**src/rtl/muldiv_unit_pkg.sv**
```systemverilog
`default_nettype none
// ---------------------------------------------------------------------------
// muldiv_unit_pkg : funct3 codes, FSM states and helpers for muldiv_unit
// Revision 1.0
// ---------------------------------------------------------------------------
package muldiv_unit_pkg;

  localparam logic [2:0] MULDIV_MUL    = 3'b000;
  localparam logic [2:0] MULDIV_MULH   = 3'b001;
  localparam logic [2:0] MULDIV_MULHSU = 3'b010;
  localparam logic [2:0] MULDIV_MULHU  = 3'b011;
  localparam logic [2:0] MULDIV_DIV    = 3'b100;
  localparam logic [2:0] MULDIV_DIVU   = 3'b101;
  localparam logic [2:0] MULDIV_REM    = 3'b110;
  localparam logic [2:0] MULDIV_REMU   = 3'b111;

  typedef enum logic [1:0] {
    ST_IDLE = 2'd0,
    ST_RUN  = 2'd1,
    ST_DONE = 2'd2
  } muldiv_state_e;

  // Two's-complement negate when n is set (magnitude / sign restore)
  function automatic logic [31:0] neg_if(input logic [31:0] v, input logic n);
    return n ? (~v + 32'd1) : v;
  endfunction

endpackage
`default_nettype wire

```
**src/rtl/muldiv_unit.sv**
```systemverilog
`default_nettype none
// ---------------------------------------------------------------------------
// muldiv_unit : iterative RV32M multiply/divide, one bit per cycle, fixed
//               latency of XLEN iterations.
// Revision 1.0
// ---------------------------------------------------------------------------
module muldiv_unit
  import muldiv_unit_pkg::*;
#(
  parameter int XLEN  = 32,
  parameter int CNT_W = 6
) (
  input  logic            clk,
  input  logic            rst_n,
  input  logic            start,
  input  logic [2:0]      op,
  input  logic [XLEN-1:0] a,
  input  logic [XLEN-1:0] b,
  output logic            busy,
  output logic            done,
  output logic [XLEN-1:0] result
);

  muldiv_state_e     r_state, w_state_next;
  logic [2:0]        r_op;
  logic [XLEN-1:0]   r_opnd;
  logic [2*XLEN-1:0] r_acc, w_acc_next, w_prod;
  logic [CNT_W-1:0]  r_cnt;
  logic              r_neg_res, r_neg_rem, r_div0, r_ovf;
  logic [XLEN-1:0]   r_result, w_result_final;

  logic              w_accept, w_last;
  logic              w_a_signed, w_b_signed, w_sgn_a, w_sgn_b;
  logic [XLEN-1:0]   w_mag_a, w_mag_b;
  logic [XLEN:0]     w_mul_sum, w_div_rem;
  logic [XLEN-1:0]   w_div_diff, w_quo, w_rem;
  logic              w_div_ge;

  assign w_accept = start && (r_state != ST_RUN);
  assign w_last   = (r_cnt == CNT_W'(1));

  assign w_a_signed = (op == MULDIV_MUL) || (op == MULDIV_MULH) || (op == MULDIV_MULHSU) ||
                      (op == MULDIV_DIV) || (op == MULDIV_REM);
  assign w_b_signed = (op == MULDIV_MUL) || (op == MULDIV_MULH) ||
                      (op == MULDIV_DIV) || (op == MULDIV_REM);
  assign w_sgn_a = w_a_signed & a[XLEN-1];
  assign w_sgn_b = w_b_signed & b[XLEN-1];
  assign w_mag_a = neg_if(a, w_sgn_a);
  assign w_mag_b = neg_if(b, w_sgn_b);

  // Multiply: multiplier sits in acc low half and shifts out LSB-first.
  // Divide: dividend shifts out of acc low half into the partial remainder.
  always_comb begin
    w_mul_sum  = {1'b0, r_acc[2*XLEN-1:XLEN]} + {1'b0, (r_acc[0] ? r_opnd : '0)};
    w_div_rem  = r_acc[2*XLEN-1:XLEN-1];
    w_div_ge   = (w_div_rem >= {1'b0, r_opnd});
    w_div_diff = w_div_rem[XLEN-1:0] - r_opnd;
    if (r_op[2]) begin
      w_acc_next = {(w_div_ge ? w_div_diff : w_div_rem[XLEN-1:0]), r_acc[XLEN-2:0], w_div_ge};
    end else begin
      w_acc_next = {w_mul_sum, r_acc[XLEN-1:1]};
    end
  end

  always_comb begin
    w_prod = r_neg_res ? (~w_acc_next + 1'b1) : w_acc_next;
    w_quo  = neg_if(w_acc_next[XLEN-1:0], r_neg_res);
    w_rem  = neg_if(w_acc_next[2*XLEN-1:XLEN], r_neg_rem);
    case (r_op)
      MULDIV_MUL:                 w_result_final = w_prod[XLEN-1:0];
      MULDIV_DIV, MULDIV_DIVU:    w_result_final = r_div0 ? '1 :
                                                   r_ovf  ? {1'b1, {(XLEN-1){1'b0}}} : w_quo;
      // b==0 remainder falls out as the dividend after sign restore
      MULDIV_REM, MULDIV_REMU:    w_result_final = r_ovf ? '0 : w_rem;
      default:                    w_result_final = w_prod[2*XLEN-1:XLEN];
    endcase
  end

  always_comb begin
    w_state_next = r_state;
    case (r_state)
      ST_IDLE: if (start) w_state_next = ST_RUN;
      ST_RUN:  if (w_last) w_state_next = ST_DONE;
      ST_DONE: w_state_next = start ? ST_RUN : ST_IDLE;
      default: w_state_next = ST_IDLE;
    endcase
  end

  always_ff @(posedge clk or negedge rst_n) begin
    if (!rst_n) begin
      r_state <= ST_IDLE;
    end else begin
      r_state <= w_state_next;
    end
  end

  always_ff @(posedge clk or negedge rst_n) begin
    if (!rst_n) begin
      r_op      <= '0;
      r_opnd    <= '0;
      r_acc     <= '0;
      r_cnt     <= '0;
      r_neg_res <= 1'b0;
      r_neg_rem <= 1'b0;
      r_div0    <= 1'b0;
      r_ovf     <= 1'b0;
      r_result  <= '0;
    end else if (w_accept) begin
      r_op      <= op;
      r_cnt     <= CNT_W'(XLEN);
      r_neg_res <= w_sgn_a ^ w_sgn_b;
      r_neg_rem <= w_sgn_a;
      r_div0    <= (b == '0);
      r_ovf     <= ((op == MULDIV_DIV) || (op == MULDIV_REM)) &&
                   (a == {1'b1, {(XLEN-1){1'b0}}}) && (b == '1);
      if (op[2]) begin
        r_opnd <= w_mag_b;
        r_acc  <= {{XLEN{1'b0}}, w_mag_a};
      end else begin
        r_opnd <= w_mag_a;
        r_acc  <= {{XLEN{1'b0}}, w_mag_b};
      end
    end else if (r_state == ST_RUN) begin
      r_acc <= w_acc_next;
      r_cnt <= r_cnt - 1'b1;
      if (w_last) r_result <= w_result_final;
    end
  end

  assign busy   = (r_state == ST_RUN);
  assign done   = (r_state == ST_DONE);
  assign result = r_result;

endmodule
`default_nettype wire

```
**config.mk**
```make
export PLATFORM = sky130hd
export DESIGN_NAME = muldiv_unit
export DESIGN_NICKNAME = d
export VERILOG_FILES = /design/src/rtl/muldiv_unit_pkg.sv /design/src/rtl/muldiv_unit.sv
export SDC_FILE = /design/constraint.sdc
export NUM_CORES = 1
export LEC_CHECK = 0
export CAP_MARGIN = 15
export CORE_ASPECT_RATIO = 1.75
export CORE_UTILIZATION = 30
export CTS_BUF_LIST = sky130_fd_sc_hd__clkbuf_4
export DETAILED_ROUTE_END_ITERATION = 10
export PLACE_DENSITY = 0.43
export SYNTH_ARGS = -nofsm -noshare
export SYNTH_HDL_FRONTEND = slang
export SYNTH_SLANG_ARGS = --single-unit
```
**constraint.sdc**
```tcl
create_clock -name clk -period 7.9 [get_ports clk]
set_input_delay 1.58 -clock clk [delete_from_list [all_inputs] [get_ports clk]]
set_output_delay 1.58 -clock clk [all_outputs]
set_load 0.005 [all_outputs]
```
==> qor.txt, run 1 <==
Initial antenna violation count -> 5
Main synth FF type -> dfrtp_1
Port Buffers -> 103
RSZ-0062 raised after global routing -> no
Syn nets -> 2,278
Proportion of synthesized chip area in sequential cells -> 22.5%
Status -> finished, final reports clean
Commonest non-fill, non-tap cell in the layout -> nand2_1
Final Cycle Share -> 74.7%
Largest net degree at the start of global routing -> 112
Area grow syn2layout -> 12.2%
Total global routing overflow -> 0
Vias in the first global route -> 16,879
Core area -> 52,400 um^2
EDFF count, synth -> 0
Avg Cell Area, Syn -> 7.44 um^2
Worst slew margin relative to its limit -> 12.2%
Total GRT Usage -> 28.2%
Critical Path AT -> 6500 ps
Max Cap Viol -> 0
First-pass GRT wire length -> 112,000 um
DR vias -> 16,970
DP HPWL -> 59,200 um
Most frequent cells in the layout -> nand2_1 (241), o21ai_0 (215), a21oi_1 (171), nor2_1 (167), dfrtp_1 (142)
Post-Synthesis Cells -> 2,137
Antenna Nets Post-Route -> 0
CP endpoint kind -> flip-flop
Initial Util -> 30.4%
Slew Limit Fails -> 0
GP Congestion -> 0.931
Nets@finish -> 2,301
Crit path time final -> 5900 ps
Iter 0 DRT Violations -> 1,298
Reg clk slew, reported paths -> 180 ps
Drt first pass iters -> 5
# setup viols final -> 0
Max clock buf depth -> 2
Final hold violation count -> 0
Root Buffer -> clkbuf_4
Routed wire length -> 75,500 um
DR WL/cell -> 26.5 um
Die Span Y -> 307 um
Worst slew pin tran -> 1320 ps
Post-CTS setup buffer count -> 0
Distinct cell type count after synthesis -> 106
Post-Syn Area -> 15,900 um^2
Clock Latency Late Sink -> 680 ps
Layout cells sized above 1 -> 6.63%
WS Path Type -> flip-flop to flip-flop
Clock skew -> 41.0 ps
CTS Buf Count -> 17
Die Wd -> 176 um
Ys async rst share -> 100%
Routed vias/inst -> 5.95
CTS sink count -> 143
Synthesis Warnings -> 0
Hold Buf Count CTS -> 0
Post-CTS resize count -> 0
Hold Crit Class -> flip-flop to flip-flop
Setup_tns -> 0 ps
Total die area -> 54,000 um^2
H-tree Lvls -> 4
Post-route DRC -> 0
Yosys reg bits -> 143
Max Fclk -> 170 MHz
Critical Path RT -> 8500 ps
Num rows -> 111
Crit path launch type -> flip-flop
CTS tree -> done
Top Ports -> 104
CP max FO -> 16
==> per-layer routing <==
metal	vias up	GRT usage [%]	part of all wire, %
li1	7932	-	-
met1	8250	30.4	37
met2	588	49.8	50
met3	198	2.84	3.6
met4	2	22.7	9.0
met5	-	0	0.013
==> cells by family after synthesis <==
| logic type | share of synthesized area (%) |
|---|---|
| flops | 22.5 |
| compound gates | 31.1 |
| mux | 3.89 |
| fa+ha+maj | 5.68 |
| buf+inv | 5.39 |
| simple gates | 23.3 |
| xor+xnor | 8.09 |
==> cell usage after synthesis, types with 14 or more instances <==
| cell | instances | area share, % |
|---|---|---|
| a211oi_1 | 51 | 2.4 |
| a21o_1 | 24 | 1.1 |
| a21oi_1 | 171 | 5.4 |
| a31oi_1 | 23 | 0.90 |
| and2_1 | 43 | 1.7 |
| and3_1 | 17 | 0.67 |
| buf_1 | 14 | 0.33 |
| buf_2 | 20 | 0.63 |
| clkbuf_1 | 92 | 2.2 |
| dfrtp_1 | 143 | 22 |
| ha_1 | 69 | 5.4 |
| inv_1 | 72 | 1.7 |
| mux2_2 | 15 | 1.1 |
| mux2i_1 | 45 | 2.8 |
| nand2_1 | 241 | 5.7 |
| nand3_1 | 72 | 2.3 |
| nand4_1 | 25 | 0.98 |
| nor2_1 | 169 | 4.0 |
| nor2b_1 | 24 | 0.94 |
| nor3_1 | 49 | 1.5 |
| nor4_1 | 22 | 0.87 |
| o211ai_1 | 42 | 2.0 |
| o21a_1 | 19 | 0.90 |
| o21ai_0 | 216 | 6.8 |
| o31ai_1 | 44 | 2.1 |
| or3_1 | 25 | 0.98 |
| xnor2_1 | 70 | 3.9 |
| xor2_1 | 77 | 4.2 |
==> stage by stage <==
step,utilization (%),instances,worst slack [ps],area (um^2),hold slack [ps]
finish,34.1,2853,2000,17900,498
global route,34.1,2852,1590,17800,534
CTS,34.1,2851,2020,17800,508
detailed placement,33.4,2819,2030,17500,472
global placement,33.4,2817,2020,17500,467
floorplan,-,2137,3400,15900,449
==> flip-flops by register name (all words and copies together), names as in the netlist <==
| name | flops |
|---|---|
| r_div0 | 1 |
| r_neg_rem | 1 |
| r_cnt | 6 |
| r_acc | 64 |
| r_opnd | 32 |
| r_op | 3 |
| r_neg_res | 1 |
| r_state | 2 |
| r_ovf | 1 |
| result | 32 |
==> worst paths after layout <==
kind / start / endpoint / slack, ps / cells past startpoint
max: r_acc[0] / result[29] / 2000 / 16
min: result[15] / result[15] / 500 / 2
max reg2reg: r_acc[0] / result[29] / 2000 / 16
min reg2reg: result[15] / result[15] / 500 / 2
max in group asynchronous: rst_n / r_op[2] / 5280 / 2
min in group asynchronous: rst_n / result[13] / 980 / 1
==> cell type report <==
| class | instances | area (um^2) |
|---|---|---|
| inverter | 75 | 282 |
| clock inverter | 15 | 214 |
| clock buffer | 17 | 128 |
| tap | 678 | 848 |
| multi-input combinational | 1783 | 11500 |
| sequential | 143 | 3580 |
| timing repair buffer | 140 | 1310 |
| antenna | 2 | 5.00 |
| fill | 5666 | 34500 |
==> critical path, cell delays in order (launching register included) <==
cell and delay [ps]:
dfrtp_1 670, and2_1 200, ha_1 210, inv_1 70, fa_1 440, nor2b_1 230
o211ai_1 150, a311oi_1 930, o21ai_0 160, and3_1 230, a211oi_2 610, o31a_2 420
nand4_4 290, or4_4 590, or3_1 360, a41o_1 230, o31ai_1 60
Power of run 1 is left out: the tool's default activity adds up to more than one toggle a clock period on the data nets, which glitch-free logic cannot reach.
==> run 2: changes to the inputs <==
PLACE_DENSITY = 0.45   (was 0.43)
clock period = 5.27 ns   (was 7.9 ns; I/O delays follow)
==> qor.txt, run 2 (synthesized netlist as in run 1, its figures left out) <==
Reg clk slew, reported paths -> 160 ps
Antenna Nets Post-Route -> 0
Crit path time final -> 4960 ps
Critical Path RT -> 5820 ps
Biggest register -> r_acc
Largest net degree at the start of global routing -> 78
Worst slew margin relative to its limit -> 26.8%
Clock Latency Late Sink -> 660 ps
Max clock buf depth -> 2
Core area -> 52,400 um^2
Max Cap Viol -> 0
Reg area -> 3580 um^2
Total GRT Usage -> 27.9%
Die Wd -> 176 um
Crit path launch type -> flip-flop
Reg2reg setup slack -> 310 ps
Total global routing overflow -> 0
Clock skew -> 41.2 ps
Post-CTS resize count -> 0
DP HPWL -> 59,600 um
Multi-input logic area -> 11,500 um^2
Die Span Y -> 307 um
# setup viols final -> 0
DR vias -> 17,328
Drt first pass iters -> 5
RSZ-0062 raised after global routing -> no
Worst slew pin tran -> 1100 ps
Setup crit end -> result[24]
Vias in the first global route -> 17,178
Max Fclk -> 202 MHz
WS Path Type -> flip-flop to flip-flop
Status -> finished, final reports clean
Root Buffer -> clkbuf_4
Critical Path AT -> 5510 ps
Port Buffers -> 103
CTS tree -> done
Initial Util -> 30.4%
Commonest non-fill, non-tap cell in the layout -> nand2_1
GP Congestion -> 0.962
Layout cells sized above 1 -> 12.2%
Total die area -> 54,000 um^2
CTS sink count -> 143
Max reg flops -> 64
CP startpoint -> r_acc[49]
Nets@finish -> 2,439
Hold Buf Count CTS -> 0
Most frequent cells in the layout -> nand2_1 (241), o21ai_0 (215), a21oi_1 (171), buf_4 (171), nor2_1 (168)
Hold Crit Class -> input port to async pin
CP max FO -> 12
Post-route DRC -> 0
Worst r2r path cells -> 15
Routed vias/inst -> 5.79
CP endpoint kind -> flip-flop
Routed wire length -> 74,600 um
Initial antenna violation count -> 3
Final Cycle Share -> 94.1%
Final hold violation count -> 0
Iter 0 DRT Violations -> 1,074
DR WL/cell -> 24.9 um
Setup_tns -> 0 ps
Num rows -> 111
Post-CTS setup buffer count -> 0
First-pass GRT wire length -> 111,000 um
Slew Limit Fails -> 0
FF-to-FF Start -> r_acc[49]
H-tree Lvls -> 4
Area grow syn2layout -> 18.9%
Top Ports -> 104
CTS Buf Count -> 17
End of the worst register-to-register path -> result[24]
Layout fillers -> 5,578
-- run 2: changes by cell type in the layout (fill, tap and decap cells not counted) --
cell        delta
clkinv_4       +1
a2111oi_1      -1
nor2_2         -1
inv_6          +1
clkinvlp_4     -1
buf_12         +4
nor2_1         +1
buf_4        +134
a2111oi_0      +1
clkinv_8       +1
diode_2        +1
clkinv_2       +1
bufinv_16      -1
inv_8          -2
-- run 2: worst min path at each step --
stage,from,to,slack (ps),depth (start not counted)
floorplan,r_div0,r_div0,450,2
global placement,result[3],result[3],470,2
detailed placement,result[5],result[5],470,2
CTS,rst_n,result[26],380,1
global route,rst_n,r_acc[17],410,1
finish,rst_n,result[19],400,1
-- run 2: final cells by class --
cell class,instances,area share [%]
Multi-Input combinational cell,1783,60.7
Sequential cell,143,18.9
Inverter,75,1.49
Tap cell,678,4.48
Antenna cell,3,0.0397
Clock inverter,15,1.02
Timing Repair Buffer,278,12.6
Clock buffer,17,0.675
-- run 2: layer usage --
layer / up-vias / GRT usage [%] / part of all wire, %
li1: 8211 / - / -
met1: 8344 / 29.4 / 36
met2: 585 / 48.9 / 50
met3: 186 / 2.78 / 4.0
met4: 2 / 24.7 / 9.9
met5: - / 0 / 0.017
-- run 2: worst max-delay path, stage by stage (launching register included) --
cell	delay [ps]
dfrtp_1	520
ha_1	460
a21oi_1	390
o21ai_1	160
a21oi_1	280
o211ai_1	200
buf_4	240
a2111oi_2	570
o2111ai_1	270
or2_1	350
nand4b_4	330
or2_2	410
o21ai_0	200
buf_4	140
nor3_1	40
o41ai_2	300
-- run 2: per-stage QoR --
stage | util, % | instance area [um^2] | setup slack, ps | std cells | hold WS [ps]
finish | 36.1 | 18900 | 312 | 2992 | 402
CTS | 36.1 | 18900 | 248 | 2986 | 378
global placement | 35.5 | 18600 | 306 | 2954 | 470
detailed placement | 35.5 | 18600 | 298 | 2954 | 470
floorplan | - | 15900 | 940 | 2137 | 449
global route | 36.1 | 18900 | 18.5 | 2992 | 408
Power of run 2 is left out for the same reason.
